===== src/rtl/fm_pkg.sv =====
// Shared constants for the FM receiver: FSM state encodings and averaging depth.
package fm_pkg;

  localparam int unsigned FM_STATE_W = 2;

  typedef enum logic [FM_STATE_W-1:0] {
    FM_RX_IDLE = 2'd0,
    FM_RX_ACQ  = 2'd1,
    FM_RX_LOCK = 2'd2
  } fm_state_e;

  localparam int unsigned FM_AVG_N = 4;

endpackage


===== src/rtl/fm_rx_edge.sv =====
// Two-flop synchroniser for the asynchronous FM input plus a registered rising-edge detect.
module fm_rx_edge (
  input  logic i_clk,
  input  logic i_rst,
  input  logic i_fm,
  output logic o_rise
);

  logic s1, s2, s3;

  always_ff @(posedge i_clk) begin
    if (i_rst) begin
      s1     <= 1'b0;
      s2     <= 1'b0;
      s3     <= 1'b0;
      o_rise <= 1'b0;
    end else begin
      s1     <= i_fm;
      s2     <= s1;
      s3     <= s2;
      o_rise <= s2 & ~s3;
    end
  end

endmodule


===== src/rtl/fm_rx.sv =====
// FM demodulator / FSK slicer: measures rising-edge periods, slices against i_thresh, tracks lock.
// Optional FM_RX_AVG_EN: report a 4-period sliding average instead of the raw period.
module fm_rx
  import fm_pkg::*;
#(
  parameter int unsigned p_cnt_sz  = 16,
  parameter int unsigned p_timeout = (2**p_cnt_sz) - 1,
  parameter int unsigned p_lock_n  = 4
) (
  input  logic                i_clk,
  input  logic                i_rst,
  input  logic                i_fm,
  input  logic [p_cnt_sz-1:0] i_thresh,
  output logic [p_cnt_sz-1:0] o_period,
  output logic                o_valid,
  output logic                o_bit,
  output logic                o_lock
);

  localparam int unsigned LC_W = $clog2(p_lock_n + 1);
  localparam logic [p_cnt_sz-1:0] TMO     = p_cnt_sz'(p_timeout);
  localparam logic [p_cnt_sz-1:0] CNT_ONE = p_cnt_sz'(1);
  localparam logic [LC_W-1:0]     LOCK_N  = LC_W'(p_lock_n);

  fm_state_e           state, state_nx;
  logic                rise;
  logic [p_cnt_sz-1:0] cnt, cnt_nx;
  logic [LC_W-1:0]     lock_cnt, lock_cnt_nx, lc_inc;
  logic [p_cnt_sz-1:0] period_nx;
  logic                valid_nx, bit_nx, lock_nx;
  logic [p_cnt_sz-1:0] meas;
  logic                emit;
  logic                take, clr;

  fm_rx_edge u_edge (
    .i_clk  (i_clk),
    .i_rst  (i_rst),
    .i_fm   (i_fm),
    .o_rise (rise)
  );

`ifdef FM_RX_AVG_EN
  localparam int unsigned FILL_W = $clog2(FM_AVG_N + 1);
  localparam logic [FILL_W-1:0] FILL_FULL = FILL_W'(FM_AVG_N);

  logic [p_cnt_sz-1:0] win [FM_AVG_N];
  logic [FILL_W-1:0]   fill;
  logic [p_cnt_sz+1:0] avg_sum;

  // The sum includes the period being captured now, so the window is full as
  // soon as FM_AVG_N-1 older entries are held.
  always_comb begin
    avg_sum = {2'b00, cnt};
    for (int unsigned i = 0; i < FM_AVG_N - 1; i++) begin
      avg_sum = avg_sum + {2'b00, win[i]};
    end
    meas = avg_sum[p_cnt_sz+1:2];
    emit = (fill >= FILL_FULL - 1'b1);
  end

  always_ff @(posedge i_clk) begin
    if (i_rst || clr) begin
      for (int unsigned i = 0; i < FM_AVG_N; i++) win[i] <= '0;
      fill <= '0;
    end else if (take) begin
      win[0] <= cnt;
      for (int unsigned i = 1; i < FM_AVG_N; i++) win[i] <= win[i-1];
      if (fill != FILL_FULL) fill <= fill + 1'b1;
    end
  end
`else
  always_comb begin
    meas = cnt;
    emit = 1'b1;
  end
`endif

  always_comb begin
    lc_inc = (lock_cnt == LOCK_N) ? lock_cnt : lock_cnt + 1'b1;
  end

  always_comb begin
    state_nx    = state;
    cnt_nx      = rise ? CNT_ONE : ((cnt == '1) ? cnt : cnt + 1'b1);
    period_nx   = o_period;
    bit_nx      = o_bit;
    valid_nx    = 1'b0;
    lock_nx     = o_lock;
    lock_cnt_nx = lock_cnt;
    take        = 1'b0;
    clr         = 1'b0;
    case (state)
      FM_RX_IDLE: begin
        if (rise) state_nx = FM_RX_ACQ;
      end
      FM_RX_ACQ, FM_RX_LOCK: begin
        // A rise on the timeout cycle still closes a valid period.
        if (rise) begin
          take        = 1'b1;
          lock_cnt_nx = lc_inc;
          if (emit) begin
            valid_nx  = 1'b1;
            period_nx = meas;
            bit_nx    = (meas < i_thresh);
          end
          if (state == FM_RX_ACQ && lc_inc == LOCK_N) begin
            state_nx = FM_RX_LOCK;
            lock_nx  = 1'b1;
          end
        end else if (cnt == TMO) begin
          state_nx    = FM_RX_IDLE;
          lock_nx     = 1'b0;
          lock_cnt_nx = '0;
          clr         = 1'b1;
        end
      end
      default: state_nx = FM_RX_IDLE;
    endcase
  end

  always_ff @(posedge i_clk) begin
    if (i_rst) begin
      state    <= FM_RX_IDLE;
      cnt      <= '0;
      lock_cnt <= '0;
      o_period <= '0;
      o_valid  <= 1'b0;
      o_bit    <= 1'b0;
      o_lock   <= 1'b0;
    end else begin
      state    <= state_nx;
      cnt      <= cnt_nx;
      lock_cnt <= lock_cnt_nx;
      o_period <= period_nx;
      o_valid  <= valid_nx;
      o_bit    <= bit_nx;
      o_lock   <= lock_nx;
    end
  end

endmodule


===== config.mk =====
export PLATFORM = sky130hd
export DESIGN_NAME = fm_rx
export DESIGN_NICKNAME = d
export VERILOG_FILES = /design/src/rtl/fm_pkg.sv /design/src/rtl/fm_rx_edge.sv /design/src/rtl/fm_rx.sv
export SDC_FILE = /design/constraint.sdc
export NUM_CORES = 1
export LEC_CHECK = 0
export ABC_CLOCK_PERIOD_IN_PS = 4350
export CAP_MARGIN = 0
export CORE_UTILIZATION = 53
export DETAILED_ROUTE_END_ITERATION = 8
export PLACE_DENSITY = 0.8
export SETUP_SLACK_MARGIN = 0.02
export SLEW_MARGIN = 40
export SYNTH_ARGS = -nofsm -noshare
export SYNTH_HDL_FRONTEND = slang
export SYNTH_SLANG_ARGS = --single-unit

===== constraint.sdc =====
create_clock -name i_clk -period 4.35 [get_ports i_clk]
set_input_delay 0.87 -clock i_clk [delete_from_list [all_inputs] [get_ports i_clk]]
set_output_delay 0.87 -clock i_clk [all_outputs]
set_load 0.005 [all_outputs]

After elaboration in Yosys (flattened, before gate mapping)
Index checks and enable logic that the tools add are counted.
{"block": "word_totals", "mem_bits_ro": 0, "mem_count": 0, "ram_bits": 0, "register_bits": 44, "elab_cells": 52, "latch_bits": 0, "in_bits": 19, "output_inout_bits": 19}
{"block": "classes", "shift": 0, "magnitude_cmp": 1, "add_sub_neg": 2, "bitwise_logic": 3, "mux": 14, "multipliers": 0, "n_eq_ne": 10, "div": 0, "n_reduce_logical": 10}
{"cell": "16-bit by 1-bit adder with 16-bit output, second input constant", "count": 1}
{"cell": "16-bit equality test, second input constant", "count": 1}
{"cell": "16-bit less-than comparator", "count": 1}
{"cell": "3-bit two-way mux", "count": 3}
{"cell": "2-bit two-way mux", "count": 4}
{"cell": "3-bit equality test, second input constant", "count": 2}
{"cell": "1-bit two-way mux", "count": 6}
{"cell": "3-bit AND reduction", "count": 2}
{"cell": "2-bit OR reduction", "count": 3}
{"cell": "2-bit by 1-bit != test with 1-bit output, second input constant", "count": 2}
{"cell": "2-bit case mux with 2 select lines", "count": 1}
{"cell": "2-bit AND reduction", "count": 2}
{"cell": "3-bit by 1-bit adder with 3-bit output, second input constant", "count": 1}
{"cell": "3-bit by 2-bit != test with 1-bit output, second input constant", "count": 1}
{"cell": "3-bit != test, second input constant", "count": 1}
{"cell": "2-bit by 1-bit equality test with 1-bit output, second input constant", "count": 1}
{"cell": "2-bit equality test, second input constant", "count": 1}
{"cell": "2-bit logical NOT", "count": 1}
{"cell": "2-bit != test, second input constant", "count": 1}
{"cell": "1-bit NOT", "count": 2}
{"cell": "2-bit nonzero test", "count": 1}
{"cell": "1-bit bitwise AND", "count": 1}
{"cell": "1-bit logical AND", "count": 1}

Longest topological paths before layout
{"block": "depth", "ltp_word": 7, "depth_mapped": 7, "ltp_nobuf": 7}

By module
A second synthesis with hierarchy kept.
{"block": "hier_totals", "hier_cells": 267, "area_unflattened_um2": 2238.4}
{"module": "fm_rx", "n_inst": 1, "cells_each": 259, "area_each_um2": 2127.0}
{"module": "fm_rx_edge", "n_inst": 1, "cells_each": 8, "area_each_um2": 111.4}

Least setup slack after synthesis
No wires, ideal clock.
{"block": "synth_timing", "path_type": "input to register", "start": "in i_thresh[1]", "end": "reg o_bit", "slack_ps": 2149, "arrival_time_ps": 2114, "setup_time_ps": 87, "t_required_ps": 4263, "stages": 6, "cell_sequence": "inv_1 ha_1 a2111oi_0 a2111oi_0 or4_1 o31ai_1"}
{"block": "synth_between", "elab_chain_len": 1}
{"element": "from (decl)", "line": "fm_rx.sv:13", "rtl": "input logic [p_cnt_sz-1:0] i_thresh,"}
{"element": "16-bit less-than comparator", "line": "fm_rx.sv:104", "rtl": "bit_nx = (meas < i_thresh);"}
{"element": "to (signal assigned)", "line": "fm_rx.sv:136", "rtl": "o_bit <= bit_nx;"}
{"element": "to (decl)", "line": "fm_rx.sv:16", "rtl": "output logic o_bit,"}
No other way between the ends.
A chain may end at the register's enable or synchronous reset.

Worst setup path in the final report
{"block": "layout_timing", "start": "in i_thresh[14]", "end": "reg o_bit"}
Same word-level chain as after synthesis.

==> results.txt <==
----------------------------------------------------
[Power and ir drop]
  Switching pwr ... approximately 170 µW
  Net switching fraction of the power ... ~23%
  Combinational group share of total power ... 6.9%
  Part of the total power dissipated in sequential elements ... 56.4%
  Internal power ... between 500 and 600 µW
  Part of the total power dissipated in the clock network ... 36.7%
  Lkg Pwr ... 0.00105 µW
  Total power divided by cell area ... 271 mW/mm²
  VDD IR max ... 0.000231 V

[STA]
  Max-slew violation total from the final report ... 0
  Number of setup violations in the final report ... 0
  Final hold violations ... 0
  Slew at the pin closest to its max-slew limit ... between 700 and 800 ps
  Post-route minimum period ... between 2000 and 2500 ps
  Max Clock Freq ... between 0.4 and 0.5 GHz
  Setup repair after global routing missed its margin ... false
  Final worst path period share ... ~57%
  Total negative slack ... 0 ps
  Clock Skews ... a little over 8 ps
  Headroom to the max-slew limit ... between 40% and 50%

[Synthesis]
  Count of different cell masters after synthesis ... between 40 and 50
  Number of instances in the synthesized netlist ... ~280
  Syn_nets ... between 300 and 400
  FFs w/ async S/R, synth ... 0%
  Count of warnings emitted by yosys ... 0
  Number of synthesized flops with an enable pin ... 0
  Largest area contributor in the netlist ... sky130_fd_sc_hd__dfxtp_1
  Cells taking the most area after synthesis ... sky130_fd_sc_hd__dfxtp_1 40%, sky130_fd_sc_hd__ha_1 11%, sky130_fd_sc_hd__nand2_1 7.4%, sky130_fd_sc_hd__a21oi_1 6.7%, sky130_fd_sc_hd__nor2_1 3.9%
  Netlist Area Pre-Place ... around 0.0022 mm²
  Average footprint of a synthesized cell ... about 8 µm²
  Area share of the largest cell type after synthesis ... 39.5%
  Number of flip-flops and latches in the synthesized netlist ... between 40 and 50
  Sequential share of the synthesized area ... 39.5%
  Most instantiated flip-flop cell in the synthesis netlist ... sky130_fd_sc_hd__dfxtp_1
  Commonest cells in the netlist ... 44 x sky130_fd_sc_hd__dfxtp_1, 44 x sky130_fd_sc_hd__nand2_1, 30 x sky130_fd_sc_hd__a21oi_1

[Route]
  Iteration count of the initial detailed-routing pass ... 4
  Residual DRC ... 0
  Initial detailed-routing violation count ... between 80 and 90
  Count of nets left with antenna violations after detail routing ... 0
  Routed length per placed instance ... between 10 and 15 µm
  Number of vias per cell after detailed routing ... roughly 5.5
  Drt total wl ... around 4.8 mm
  Via total after detailed routing ... between 1500 and 2000

[Clock tree]
  Clock tree from TritonCTS ... yes
  Number of buffers created by CTS ... 5
  Clock root buffer master ... sky130_fd_sc_hd__clkbuf_8
  Number of clock sinks ... 44
  Number of levels the H-tree was split into ... 2
  Number of cells upsized or downsized after cts ... 0
  Count of buffers added by post-CTS timing repair for setup ... 0
  Clock-pin transition on the worst setup and hold timing paths ... ~80 ps
  Number of buffers between clock root and the deepest sink ... 2
  Clock latency of the later-clocked register in the worst-skew pair ... approximately 300 ps
  Hold Buf Count CTS ... 0

[Flow run]
  Max-cap violations ... 0

[Critical path]
  Required time of the worst setup path ... between 4000 and 5000 ps
  Data arrival time of the critical path ... 2670 ps
  Worst setup path end ... o_bit
  Type of destination of the critical path ... flip-flop
  Worst r2r path cells ... 6
  Setup slack of the most critical reg-to-reg path ... ~2100 ps
  Startpoint of the worst register-to-register path ... lock_cnt[0]
  Startpoint types ... input port
  Setup Crit Path Kind ... in -> reg
  Worst setup path start ... i_thresh[14]
  Worst Path Max Fanout ... 2
  Reg2Reg Capture Point ... state[0]

[Finish]
  Filler-free cell count of the finished design ... between 300 and 400
  Inserted Diodes ... 0
  Storage cell area ... around 900 µm²
  Multi-input combinational cell area ... around 0.0012 mm²
  Share of final-layout standard cells stronger than drive strength 1 ... between 4 and 5%
  Post-Route Utilization ... 67.2%
  Area of all placed cells without fillers ... about 0.0027 mm²
  Post-synthesis to final-layout area growth ... 21.6%
  Fillers ... about 370
  Layout net count ... 347

[Placed design]
  Number of buffer cells added on primary ports ... 37
  Post-Place Cells ... approximately 350
  DPL Wire Length ... approximately 3.3 mm
  GP Congestion ... approximately 0.8
  Area after DPL ... approximately 0.0026 mm²

[Die]
  Die Outline Area ... 0.00447 mm²
  Die H ... roughly 67 µm
  Number of top-level pins ... 38
  Effective utilization at floorplan ... between 50% and 60%
  Core ar. ... just over 0.004 mm²
  Die span in x ... 66.8 µm
  Row count ... 23

[GRT]
  Maximum number of pins on one net before global-route repair ... 31
  Total GRT Usage ... 24.8%
  Via count of the first global-routing pass ... 1816
  Total overflow reported by the global router ... 0
  First-pass GRT wire length ... 8.09 mm
  Number of antenna violations at the first check in global routing ... 0

[Outcome]
  Run status ... finished, final reports clean

[Worst hold path]
  Class of the worst hold path ... reg -> reg

----------------------------------------------------
## state kept, by name (all words and copies together) (netlist names)
register	flops
o_valid	1
u_edge.s1	1
o_period	16
o_lock	1
u_edge.s3	1
cnt	16
state	2
u_edge.s2	1
u_edge.o_rise	1
o_bit	1
lock_cnt	3
## routing by layer
metal	track usage (%)	vias up	wire length (µm)
met5	0	-	0
li1	-	1013	-
met2	42.4	57	2230
met1	29.1	904	2240
met4	10.6	0	112
met3	5.82	10	233
## layout by cell type, fill, tap and decap left out, drive strengths merged, types with 5 or more instances in the layout
| cell type | synthesis | routed |
|---|---|---|
| a21oi | 30 | 30 |
| clkbuf | 9 | 7 |
| clkdlybuf4s50 | 0 | 37 |
| dfxtp | 44 | 44 |
| ha | 20 | 20 |
| inv | 22 | 22 |
| nand2 | 44 | 44 |
| nand3 | 7 | 7 |
| nand4 | 10 | 10 |
| nor2 | 23 | 23 |
| nor2b | 5 | 5 |
| nor3 | 6 | 6 |
| o21ai | 7 | 7 |
## area by class of cell
class | instances | area share (%)
multi-input combinational | 197 | 44.7
sequential | 44 | 32.5
clock inverter | 1 | 0.277
clock buffer | 7 | 3.19
tap | 50 | 2.31
inverter | 22 | 3.05
timing repair buffer | 38 | 13.9
## worst min-delay path by stage
| stage | from | end | depth (start not counted) |
|---|---|---|---|
| after global routing | u_edge.s3 | u_edge.o_rise | 1 |
| after global placement | u_edge.s3 | u_edge.o_rise | 1 |
| after detailed placement | u_edge.s3 | u_edge.o_rise | 1 |
| after CTS | u_edge.s3 | u_edge.o_rise | 1 |
| final | u_edge.s3 | u_edge.o_rise | 1 |
| after floorplan | u_edge.s3 | u_edge.o_rise | 1 |
## power groups by stage
stage | Sequential (µW) | Combinational [µW] | Clock [µW]
floorplan | 421 | 27.0 | 0
global placement | 423 | 49.2 | 0
detailed placement | 423 | 50.9 | 0
CTS | 414 | 51.1 | 274
global route | 415 | 58.0 | 296
finish | 414 | 50.7 | 269
## through the flow
stage / worst slack [ps] / hold WS [ps] / total power [µW]
floorplan: 2150 / 367 / 448
global placement: 1590 / 372 / 472
detailed placement: 1560 / 375 / 474
CTS: 1890 / 387 / 739
global route: 1720 / 394 / 769
finish: 1870 / 383 / 734
## critical path: stages
cell,delay [ps]
sky130_fd_sc_hd__clkdlybuf4s50_1,450
sky130_fd_sc_hd__inv_1,50
sky130_fd_sc_hd__ha_1,280
sky130_fd_sc_hd__nand4_1,130
sky130_fd_sc_hd__or2_2,340
sky130_fd_sc_hd__a2111oi_0,320
sky130_fd_sc_hd__or4_1,160
sky130_fd_sc_hd__o31ai_1,60
## cell families after synthesis
logic type	Yosys count	synth area share, %
AOI/OAI and AO/OA	53	13.9
and+or+nand+nor	114	25.2
buffers and inverters	34	6.12
DFF	44	39.5
muxes	2	0.898
xor gates and xnor gates	8	3.14
adders and majority gates	20	11.2
Power figures use the tool's default switching activity.
